## config.mk

```make
export PLATFORM = sky130hd
export DESIGN_NAME = frog_ctrl_flat
export DESIGN_NICKNAME = d
export VERILOG_FILES = /design/src/rtl/frog_ctrl_if.sv /design/src/rtl/frog_ctrl.sv /design/src/flat_wrapper.sv
export SDC_FILE = /design/constraint.sdc
export NUM_CORES = 1
export LEC_CHECK = 0
export ABC_AREA = 1
export CAP_MARGIN = 10
export CORE_MARGIN = 2
export CORE_UTILIZATION = 50
export DETAILED_ROUTE_END_ITERATION = 10
export GPL_ROUTABILITY_DRIVEN = 0
export GPL_TIMING_DRIVEN = 0
export PLACE_DENSITY = 0.74
export SLEW_MARGIN = 40
export SYNTH_ARGS = -nofsm -noshare
export SYNTH_HDL_FRONTEND = slang
export SYNTH_SLANG_ARGS = --single-unit
```

## constraint.sdc

```tcl
create_clock -name frame_clk -period 4.8 [get_ports frame_clk]
set_input_delay 0.48 -clock frame_clk [delete_from_list [all_inputs] [get_ports frame_clk]]
set_output_delay 0.48 -clock frame_clk [all_outputs]
set_load 0.01 [all_outputs]
```

## src/rtl/frog_ctrl_if.sv

```systemverilog
// frog_ctrl_if: frog controller bus; master = keyboard/game side, slave = frog_ctrl
interface frog_ctrl_if;
  logic [7:0] keycode;
  logic Car_Collision;
  logic [10:0] Frog_X;
  logic [10:0] Frog_Y;
  logic [1:0] Lives;
  logic Frog_Dead;
  logic win;
  logic lose;
  modport master (output keycode, Car_Collision, input Frog_X, Frog_Y, Lives, Frog_Dead, win, lose);
  modport slave (input keycode, Car_Collision, output Frog_X, Frog_Y, Lives, Frog_Dead, win, lose);
endinterface

```

## src/rtl/frog_ctrl.sv

```systemverilog
// frog_ctrl: frog hop/death/win FSM; ports frame_clk, Reset, bus (keycode, Car_Collision in; Frog_X/Frog_Y/Lives/Frog_Dead/win/lose out)
module frog_ctrl #(
  parameter logic [10:0] START_X = 11'd300,
  parameter logic [10:0] START_Y = 11'd440,
  parameter logic [10:0] STEP = 11'd40,
  parameter logic [10:0] X_MAX = 11'd600,
  parameter logic [10:0] Y_MAX = 11'd440,
  parameter logic [5:0] HOP_FRAMES = 6'd8,
  parameter logic [5:0] DEAD_FRAMES = 6'd30,
  parameter logic [1:0] LIVES_INIT = 2'd3
) (
  input logic frame_clk,
  input logic Reset,
  frog_ctrl_if.slave bus
);
  localparam logic [7:0] KW = 8'h1A, KA = 8'h04, KS = 8'h16, KD = 8'h07;
  typedef enum logic [2:0] {IDLE, HOP, DEAD, WIN, LOSE} state_t;
  state_t state, state_n;
  logic [7:0] prev;
  logic [5:0] cnt, cnt_n;
  logic [10:0] hx, hy, x_n, y_n;
  logic [1:0] lives_n;
  logic press;
  always_comb begin
    press = state == IDLE && bus.keycode inside {KW, KA, KS, KD} && bus.keycode != prev;
    // bounds are tested before the subtraction/addition so nothing can wrap
    hx = (bus.keycode == KA && bus.Frog_X >= STEP) ? bus.Frog_X - STEP :
         (bus.keycode == KD && ({1'b0, bus.Frog_X} + {1'b0, STEP}) <= {1'b0, X_MAX}) ? bus.Frog_X + STEP : bus.Frog_X;
    hy = (bus.keycode == KW && bus.Frog_Y >= STEP) ? bus.Frog_Y - STEP :
         (bus.keycode == KS && ({1'b0, bus.Frog_Y} + {1'b0, STEP}) <= {1'b0, Y_MAX}) ? bus.Frog_Y + STEP : bus.Frog_Y;
  end
  always_ff @(posedge frame_clk)
    if (Reset) state <= IDLE;
    else state <= state_n;
  always_comb begin
    state_n = state;
    case (state)
      IDLE: state_n = bus.Car_Collision ? DEAD : press ? HOP : IDLE;
      HOP: state_n = bus.Car_Collision ? DEAD : bus.Frog_Y == 11'd0 ? WIN : cnt == HOP_FRAMES - 6'd1 ? IDLE : HOP;
      DEAD: state_n = cnt != DEAD_FRAMES - 6'd1 ? DEAD : bus.Lives != 2'd0 ? IDLE : LOSE;
      default: state_n = state;
    endcase
  end
  always_comb begin
    cnt_n = (state_n == state && (state == HOP || state == DEAD)) ? cnt + 6'd1 : 6'd0;
    x_n = (state == IDLE && state_n == HOP) ? hx : (state == DEAD && state_n == IDLE) ? START_X : bus.Frog_X;
    y_n = (state == IDLE && state_n == HOP) ? hy : (state == DEAD && state_n == IDLE) ? START_Y : bus.Frog_Y;
    lives_n = (state != DEAD && state_n == DEAD && bus.Lives != 2'd0) ? bus.Lives - 2'd1 : bus.Lives;
  end
  always_ff @(posedge frame_clk)
    if (Reset) begin
      cnt <= 6'd0;
      prev <= 8'h00;
      bus.Frog_X <= START_X;
      bus.Frog_Y <= START_Y;
      bus.Lives <= LIVES_INIT;
      bus.Frog_Dead <= 1'b0;
      bus.win <= 1'b0;
      bus.lose <= 1'b0;
    end else begin
      cnt <= cnt_n;
      prev <= bus.keycode;
      bus.Frog_X <= x_n;
      bus.Frog_Y <= y_n;
      bus.Lives <= lives_n;
      bus.Frog_Dead <= state_n == DEAD;
      bus.win <= state_n == WIN;
      bus.lose <= state_n == LOSE;
    end
endmodule

```

## src/flat_wrapper.sv

```systemverilog
// flat-port wrapper written by rule: the top's interface ports become plain ports
module frog_ctrl_flat 
#(
  parameter logic [10:0] START_X = 11'd300,
  parameter logic [10:0] START_Y = 11'd440,
  parameter logic [10:0] STEP = 11'd40,
  parameter logic [10:0] X_MAX = 11'd600,
  parameter logic [10:0] Y_MAX = 11'd440,
  parameter logic [5:0] HOP_FRAMES = 6'd8,
  parameter logic [5:0] DEAD_FRAMES = 6'd30,
  parameter logic [1:0] LIVES_INIT = 2'd3
)
  (frame_clk, Reset, bus_keycode, bus_Car_Collision, bus_Frog_X, bus_Frog_Y, bus_Lives, bus_Frog_Dead, bus_win, bus_lose);
  frog_ctrl_if bus_i ();
  input logic frame_clk;
  input logic Reset;
  input wire logic [$bits(bus_i.keycode)-1:0] bus_keycode;
  input wire logic [$bits(bus_i.Car_Collision)-1:0] bus_Car_Collision;
  output wire logic [$bits(bus_i.Frog_X)-1:0] bus_Frog_X;
  output wire logic [$bits(bus_i.Frog_Y)-1:0] bus_Frog_Y;
  output wire logic [$bits(bus_i.Lives)-1:0] bus_Lives;
  output wire logic [$bits(bus_i.Frog_Dead)-1:0] bus_Frog_Dead;
  output wire logic [$bits(bus_i.win)-1:0] bus_win;
  output wire logic [$bits(bus_i.lose)-1:0] bus_lose;
  assign bus_i.keycode = bus_keycode;
  assign bus_i.Car_Collision = bus_Car_Collision;
  assign bus_Frog_X = bus_i.Frog_X;
  assign bus_Frog_Y = bus_i.Frog_Y;
  assign bus_Lives = bus_i.Lives;
  assign bus_Frog_Dead = bus_i.Frog_Dead;
  assign bus_win = bus_i.win;
  assign bus_lose = bus_i.lose;
  frog_ctrl #(.START_X(START_X), .START_Y(START_Y), .STEP(STEP), .X_MAX(X_MAX), .Y_MAX(Y_MAX), .HOP_FRAMES(HOP_FRAMES), .DEAD_FRAMES(DEAD_FRAMES), .LIVES_INIT(LIVES_INIT)) u_core (.frame_clk(frame_clk), .Reset(Reset), .bus(bus_i));
endmodule
```

==> results by group, run 1 <==
Flow run
  – Max-cap violations: 0

Critical path
  – Crit path DAT: about 2.5 ns
  – Worst setup EP type: flip-flop
  – Crit Path Max Fanout: 10
  – Critical path class: input port to flip-flop
  – Worst setup SP type: input port
  – Req. time, crit path: 4.99 ns

Clock network
  – Clock slew at reported path FFs: ~0.080 ns
  – Inserted Clock Buffers: 5
  – Post-CTS Hold Buffers: 0
  – Resized Gates After CTS: 0
  – Clk sink count: 39
  – Clock tree buffer depth: 2
  – CTS tree: built
  – Clk_lat worst skew: 0.30 ns
  – Postcts setup bufs: 0
  – Root Driver: clkbuf_8
  – H-tree depth: 2

Global routing
  – Gr usage total: 20.5%
  – Vias in the first global route: approximately 2300
  – Grt total ovfl: 0
  – Largest net degree at the start of global routing: 14
  – First-pass GRT wire length: roughly 10000 µm
  – Initial antenna violation count: 0

Timing
  – Max-slew violations: 0
  – Final hold vios: 0
  – Fin crit period: roughly 2.3 ns
  – Final period utilization: between 40% and 50%
  – Unrepaired setup endpoints after global routing: false
  – Clock skew: between 0.01 and 0.015 ns
  – Hold WS: approximately 0.47 ns
  – Fmax: approximately 0.44 GHz
  – Setup TNS: 0 ns
  – Final setup viols: 0

Place
  – Dpl cells: roughly 540
  – Post-DP Area: between 0.003 and 0.004 mm²
  – Port buffer count: 31
  – Detail Placement HPWL: around 4500 µm

Die
  – I/O pins: 38
  – Initial Util: 52.6%
  – Die ar.: around 0.006 mm²
  – Die H: around 78 µm
  – Die Width: 77.8 µm
  – Cell Rows: 26
  – Floorplan core area: just over 0.005 mm²

Cells and area
  – Area of the multi-input gates: ~0.0016 mm²
  – Flip-flop and latch area: between 700 and 800 µm²
  – Nets: between 400 and 500
  – Ant. Diodes: 0
  – Post-Route Utilization: 62.8%
  – Post-route cell area: ~0.0032 mm²
  – Post-route insts no fill: 546
  – Fill cells: 511
  – Share of layout cells above drive strength 1: 9.03%
  – Syn-to-layout area delta: 19.3%

Routing
  – Via count: approximately 2600
  – Remaining antenna violation count: 0
  – DR DRC count: 0
  – Iteration-0 DRC Markers: ~160
  – Drt via density: between 4 and 5
  – WL/cell: ~11 µm
  – Routed WL: roughly 5900 µm
  – Pre-Repair DR Iteration Count: 4

Logic synthesis
  – Ys Warns: 0
  – Syn_area_per_cell: 6.29 µm²
  – Synth cell types: 34
  – Post-synthesis register bit count: 39
  – Sequential cell area fraction in the yosys report: approximately 29%
  – Cell area after synthesis: 0.00272 mm²
  – Mapped Cells: 433

Power and ir drop
  – LEAKAGE: approximately 0.0016 µW
  – PD cells: about 250 mW/mm²
  – Peak VDD IR: about 0.19 mV

Worst hold path
  – Worst Hold Class: flip-flop to flip-flop

Status
  – Status: finished clean
## layer usage
metal	share of wire (%)	vias up	GRT usage [%]	wire length (µm)
met5	0	-	0	0
li1	-	1422	-	-
met4	1.2	0	7.50	69
met1	47	1156	25.3	2750
met3	4.5	6	4.07	264
met2	48	53	35.1	2820
## final cells by class
cell class              instances  share of cell area (%)
flip-flops and latches         39                    24.0
multi-input cells             321                    50.1
inverters                      64                    7.40
well taps                      70                    2.70
clock inverters                 3                    1.35
plain buffers                  13                    2.77
repair buffers                 31                    9.55
clock buffers                   5                    2.12
## flip-flops by register name, summed over array words and instances (netlist names)
register and flops:
u_core.bus.lose 1, u_core.prev 8, u_core.cnt 6, u_core.bus.Frog_Y 8, u_core.bus.Frog_X 9, u_core.bus.win 1, u_core.bus.Lives 2, u_core.bus.Frog_Dead 1
u_core.state 3
## cell families after synthesis
family / count (synthesis) / share of synthesized area, %
compound gates: 41 / 8.69
xor+xnor: 21 / 6.76
fa+ha+maj: 9 / 4.14
buf+inv: 77 / 12.1
flops: 39 / 28.7
other cells: 1 / 0.138
simple gates: 245 / 39.5
## power breakdown
| group | total, µW | switching (µW) | leakage, µW | internal [µW] |
|---|---|---|---|---|
| clock | 277 | 122 | 0.0000581 | 155 |
| sequential | 357 | 17.8 | 0.000319 | 339 |
| combinational | 168 | 95.0 | 0.00124 | 72.8 |
## metrics by stage
step / setup WS [ns] / total power (µW)
finish: 2.50 / 801
global route: 2.25 / 845
CTS: 2.50 / 811
detailed placement: 2.19 / 531
global placement: 2.20 / 529
floorplan: 2.80 / 477
## cell usage in the layout, fill, tap and decap left out, types with 3 or more instances in the layout
master / n
nand2_1: 106
nor2_1: 75
inv_1: 57
dfxtp_1: 39
nand3_1: 34
clkdlybuf4s50_1: 31
o21ai_0: 17
a21oi_1: 13
xnor2_1: 11
xor2_1: 10
ha_1: 9
nor2_2: 7
nand4_1: 7
inv_2: 6
buf_4: 5
conb_1: 5
clkbuf_8: 5
buf_2: 3
nand2_2: 3
nand2_4: 3
o211ai_1: 3
## final timing paths
kind | depth (start not counted) | end | slack [ns] | start
max | 17 | u_core.bus.Frog_X[6] | 2.50 | bus_keycode[2]
min | 1 | u_core.cnt[0] | 0.47 | u_core.cnt[0]
max reg2reg | 14 | u_core.bus.Frog_X[6] | 2.56 | u_core.bus.Frog_X[3]
min reg2reg | 1 | u_core.cnt[0] | 0.47 | u_core.cnt[0]
## critical path: stages
cell	delay, ns
clkdlybuf4s50_1	0.54
inv_2	0.06
nor2_2	0.12
nand2_1	0.07
nor2_1	0.17
nor2_1	0.07
nand2_1	0.10
nand3_1	0.09
nand2_2	0.08
nand2_4	0.07
nor2_4	0.11
buf_6	0.16
nand2_4	0.11
nand2_4	0.11
nand2_1	0.05
nand2_1	0.06
nor2_2	0.03
## cells in the mapped netlist
| cell type | instances | area (µm²) |
|---|---|---|
| a21oi_1 | 13 | 65.1 |
| a21oi_2 | 2 | 17.5 |
| a31oi_1 | 2 | 12.5 |
| buf_2 | 3 | 15.0 |
| buf_4 | 5 | 37.5 |
| buf_6 | 2 | 22.5 |
| clkbuf_1 | 2 | 7.51 |
| clkbuf_4 | 1 | 7.51 |
| clkinv_1 | 1 | 3.75 |
| conb_1 | 1 | 3.75 |
| dfxtp_1 | 39 | 781 |
| ha_1 | 9 | 113 |
| inv_1 | 57 | 214 |
| inv_2 | 6 | 22.5 |
| nand2_1 | 106 | 398 |
| nand2_2 | 3 | 18.8 |
| nand2_4 | 3 | 33.8 |
| nand3_1 | 34 | 170 |
| nand3b_1 | 2 | 15.0 |
| nand4_1 | 7 | 43.8 |
| nand4_4 | 1 | 21.3 |
| nor2_1 | 75 | 282 |
| nor2_2 | 7 | 43.8 |
| nor2_4 | 1 | 11.3 |
| nor3_1 | 2 | 10.0 |
| nor3b_1 | 2 | 15.0 |
| nor4_1 | 2 | 12.5 |
| o211ai_1 | 3 | 22.5 |
| o21ai_0 | 17 | 85.1 |
| o21ai_1 | 2 | 10.0 |
| o21ai_4 | 1 | 16.3 |
| o31ai_1 | 1 | 7.51 |
| xnor2_1 | 11 | 96.3 |
| xor2_1 | 10 | 87.6 |
(Power assumes the default switching activity.)
==> run 2, diff against run 1 <==
--- a/config.mk
+++ b/config.mk
@@ -12,7 +12,7 @@
 export DETAILED_ROUTE_END_ITERATION = 10
 export GPL_ROUTABILITY_DRIVEN = 0
 export GPL_TIMING_DRIVEN = 0
-export PLACE_DENSITY = 0.74
+export PLACE_DENSITY = 0.77
 export SLEW_MARGIN = 40
 export SYNTH_ARGS = -nofsm -noshare
 export SYNTH_HDL_FRONTEND = slang
==> constraint.sdc (replaced) <==
create_clock -name frame_clk -period 2 [get_ports frame_clk]
set_input_delay 0.2 -clock frame_clk [delete_from_list [all_inputs] [get_ports frame_clk]]
set_output_delay 0.2 -clock frame_clk [all_outputs]
set_load 0.01 [all_outputs]
==> results by group, run 2 (synthesis gave the netlist of run 1 again) <==
Status
  – Status: finished clean (unchanged)

Power and ir drop
  – Tot Pwr: 1980 µW (was 801 µW)
  – Switching pwr: 604 µW (was 235 µW)
  – Comb power frac: 22.8% (was 20.9%)
  – Switching part of the total: 30.4% (was 29.3%)
  – PD cells: 555 mW/mm² (was 247 mW/mm²)
  – Internal power: 1380 µW (was 567 µW)
  – Clock power frac: 33.9% (was 34.5%)
  – Reg power frac: 43.3% (was 44.6%)
  – Peak VDD IR: 0.435 mV (was 0.194 mV)
  – LEAKAGE: 0.00181 µW (was 0.00162 µW)

Critical path
  – Worst setup SP type: flip-flop (was input port)
  – Critical path's top delay family: simple AND/OR/NAND/NOR gates (unchanged)
  – Crit path DAT: 2.14 ns (was 2.49 ns)
  – Cell Chain, Critical Path: ha_1 > nor2_2 > inv_1 > nand3_1 > o21ai_0 > nor2_1 > nor2_1 > a21oi_4 > nand2_4 > nand2_4 > nand2_1 > nand2_1 > nor2_2 (was clkdlybuf4s50_1 > inv_2 > nor2_2 > nand2_1 > nor2_1 > nor2_1 > nand2_1 > nand3_1 > nand2_2 > nand2_4 > nor2_4 > buf_6 > nand2_4 > nand2_4 > nand2_1 > nand2_1 > nor2_2)
  – Req. time, crit path: 2.20 ns (was 4.99 ns)
  – Crit Path Max Fanout: 6 (was 10)
  – Critical path class: flip-flop to flip-flop (was input port to flip-flop)
  – Worst setup EP type: flip-flop (unchanged)
  – CP bufs+invs: 1 (was 3)
  – Max incr delay on CP: 0.37 ns (was 0.54 ns)
  – Slowest CP cell: dfxtp_4 (was clkdlybuf4s50_1)

Timing
  – Max-slew violations: 0 (unchanged)
  – Setup TNS: 0 ns (unchanged)
  – Fin crit period: 1.94 ns
  – Final hold vios: 0 (unchanged)
  – Hold WS: 0.196 ns (was 0.474 ns)
  – Final setup viols: 0 (unchanged)
  – Final period utilization: 97.0%
  – Clock skew: 0.0135 ns (was 0.0116 ns)
  – Fmax: around 0.52 GHz
  – Unrepaired setup endpoints after global routing: true (was false)

Clock network
  – Clock slew at reported path FFs: 0.09 ns (was 0.08 ns)
  – Clock tree buffer depth: 2 (unchanged)
  – Clk sink count: 39 (unchanged)
  – Clk_lat worst skew: 0.30 ns (about the same)
  – H-tree depth: 2 (unchanged)
  – Root Driver: clkbuf_8 (unchanged)
  – CTS tree: built (unchanged)
  – Post-CTS Hold Buffers: 0 (unchanged)
  – Inserted Clock Buffers: 5 (unchanged)

Place
  – Dpl cells: 538 (unchanged)
  – Port buffer count: 31 (unchanged)
  – Detail Placement HPWL: 4820 µm (was 4500 µm)

Die
  – Cell Rows: 26 (unchanged)
  – I/O pins: 38 (unchanged)
  – Floorplan core area: 0.00517 mm² (unchanged)
  – Initial Util: 52.6% (unchanged)
  – Die ar.: 0.00605 mm² (unchanged)
  – Die Width: 77.8 µm (unchanged)
  – Die H: 77.8 µm (unchanged)

Routing
  – WL/cell: 12.6 µm (was 10.8 µm)
  – Iteration-0 DRC Markers: 326 (was 157)
  – Remaining antenna violation count: 0 (unchanged)
  – Routed WL: 7170 µm (was 5910 µm)
  – Pre-Repair DR Iteration Count: 6 (was 4)
  – DR DRC count: 0 (unchanged)
  – Via count: 2935 (was 2637)
  – Drt via density: 5.16 (was 4.83)

Cells and area
  – Commonest non-fill, non-tap cell in the layout: nand2_1 (unchanged)
  – Max reg flops: 9 (unchanged)
  – Ant. Diodes: 0 (unchanged)
  – Biggest register: u_core.bus.Frog_X (unchanged)
  – Share of layout cells above drive strength 1: 20.0% (was 9.03%)
  – Most frequent cells in the layout: nand2_1 (99), nor2_1 (65), inv_1 (56), nand3_1 (34), dfxtp_1 (30) (was nand2_1 (106), nor2_1 (75), inv_1 (57), dfxtp_1 (39), nand3_1 (34))
  – Syn-to-layout area delta: 31.3% (was 19.3%)
  – Post-route insts no fill: 569 (was 546)
  – Nets: 518 (was 495)
  – Largest registers: u_core.bus.Frog_X x9, u_core.bus.Frog_Y x8, u_core.prev x8 (unchanged)
  – Post-Route Utilization: 69.1% (was 62.8%)

Global routing
  – Largest net degree at the start of global routing: 14 (unchanged)
  – Initial antenna violation count: 0 (unchanged)
  – Gr usage total: 23.5% (was 20.5%)
  – First-pass GRT wire length: 11600 µm (was 10000 µm)
  – Vias in the first global route: 2722 (was 2317)
  – Grt total ovfl: 0 (unchanged)

Flow run
  – Max-cap violations: 0 (unchanged)

Worst hold path
  – Worst Hold Class: input port to flip-flop (was flip-flop to flip-flop)
-- run 2: cell count changes in the layout (fill, tap and decap cells not counted), sizes merged --
cell,previous run,this run
buf,10,30
clkdlybuf4s50,31,23
dlymetal6s2s,0,8
nand2,112,114
clkbuf,8,9
-- run 2: cell type report --
type	instances	area, µm²
fill	443	1600
inverter	64	240
buffer	13	95.1
clock buffer	5	68.8
tap	70	87.6
timing repair buffer	52	488
clock inverter	3	43.8
multi-input combinational	323	1750
sequential	39	800
-- run 2: stage by stage --
stage	area (µm²)	setup WS, ns
2_1_floorplan	2740	0.00303
3_3_place_gp	3140	-0.321
3_5_place_dp	3140	-0.372
4_1_cts	3320	0.00617
5_1_grt	3570	-0.0441
6_report	3570	0.0605
-- run 2: worst reg2reg max path, stage by stage (launching register included) --
cell,delay (ns)
dfxtp_4,0.37
ha_1,0.21
nor2_2,0.14
inv_1,0.06
nand3_1,0.16
o21ai_0,0.15
nor2_1,0.12
nor2_1,0.07
a21oi_4,0.17
nand2_4,0.12
nand2_4,0.11
nand2_1,0.05
nand2_1,0.07
nor2_2,0.03
-- run 2: power by group through the flow --
stage / Clock [µW] / Sequential [µW] / Combinational (µW)
6_report: 672 / 860 / 452
5_1_grt: 717 / 866 / 504
4_1_cts: 687 / 856 / 410
3_5_place_dp: 0 / 874 / 404
3_3_place_gp: 0 / 873 / 393
2_1_floorplan: 0 / 879 / 266
-- run 2: layer usage --
metal | up-vias | wire length, µm | GRT usage, % | part of all wire [%]
met4 | 0 | 186 | 10.5 | 2.6
li1 | 1477 | - | - | -
met5 | - | 0 | 0 | 0
met1 | 1316 | 2960 | 28.3 | 41
met2 | 118 | 3550 | 40.6 | 49
met3 | 24 | 475 | 4.19 | 6.6
-- run 2: path summary, 6_finish.rpt --
check,depth (start not counted),endpoint,from,slack (ns)
min reg2reg,1,u_core.cnt[0],u_core.cnt[0],0.44
max reg2reg,13,u_core.bus.Frog_X[6],u_core.bus.Frog_X[3],0.06
min,3,u_core.prev[6],bus_keycode[6],0.20
max,13,u_core.bus.Frog_X[6],u_core.bus.Frog_X[3],0.06
-- run 2: timing repair --
action / 4_1_cts / 5_1_grt
endpoints found under the hold margin: 0 / 0
gates cloned: 0 / 2
gates resized for setup: 11 / 44
pin swaps: 2 / 16
setup buffers: 6 / 15
endpoints found under the setup margin: 14 / 17
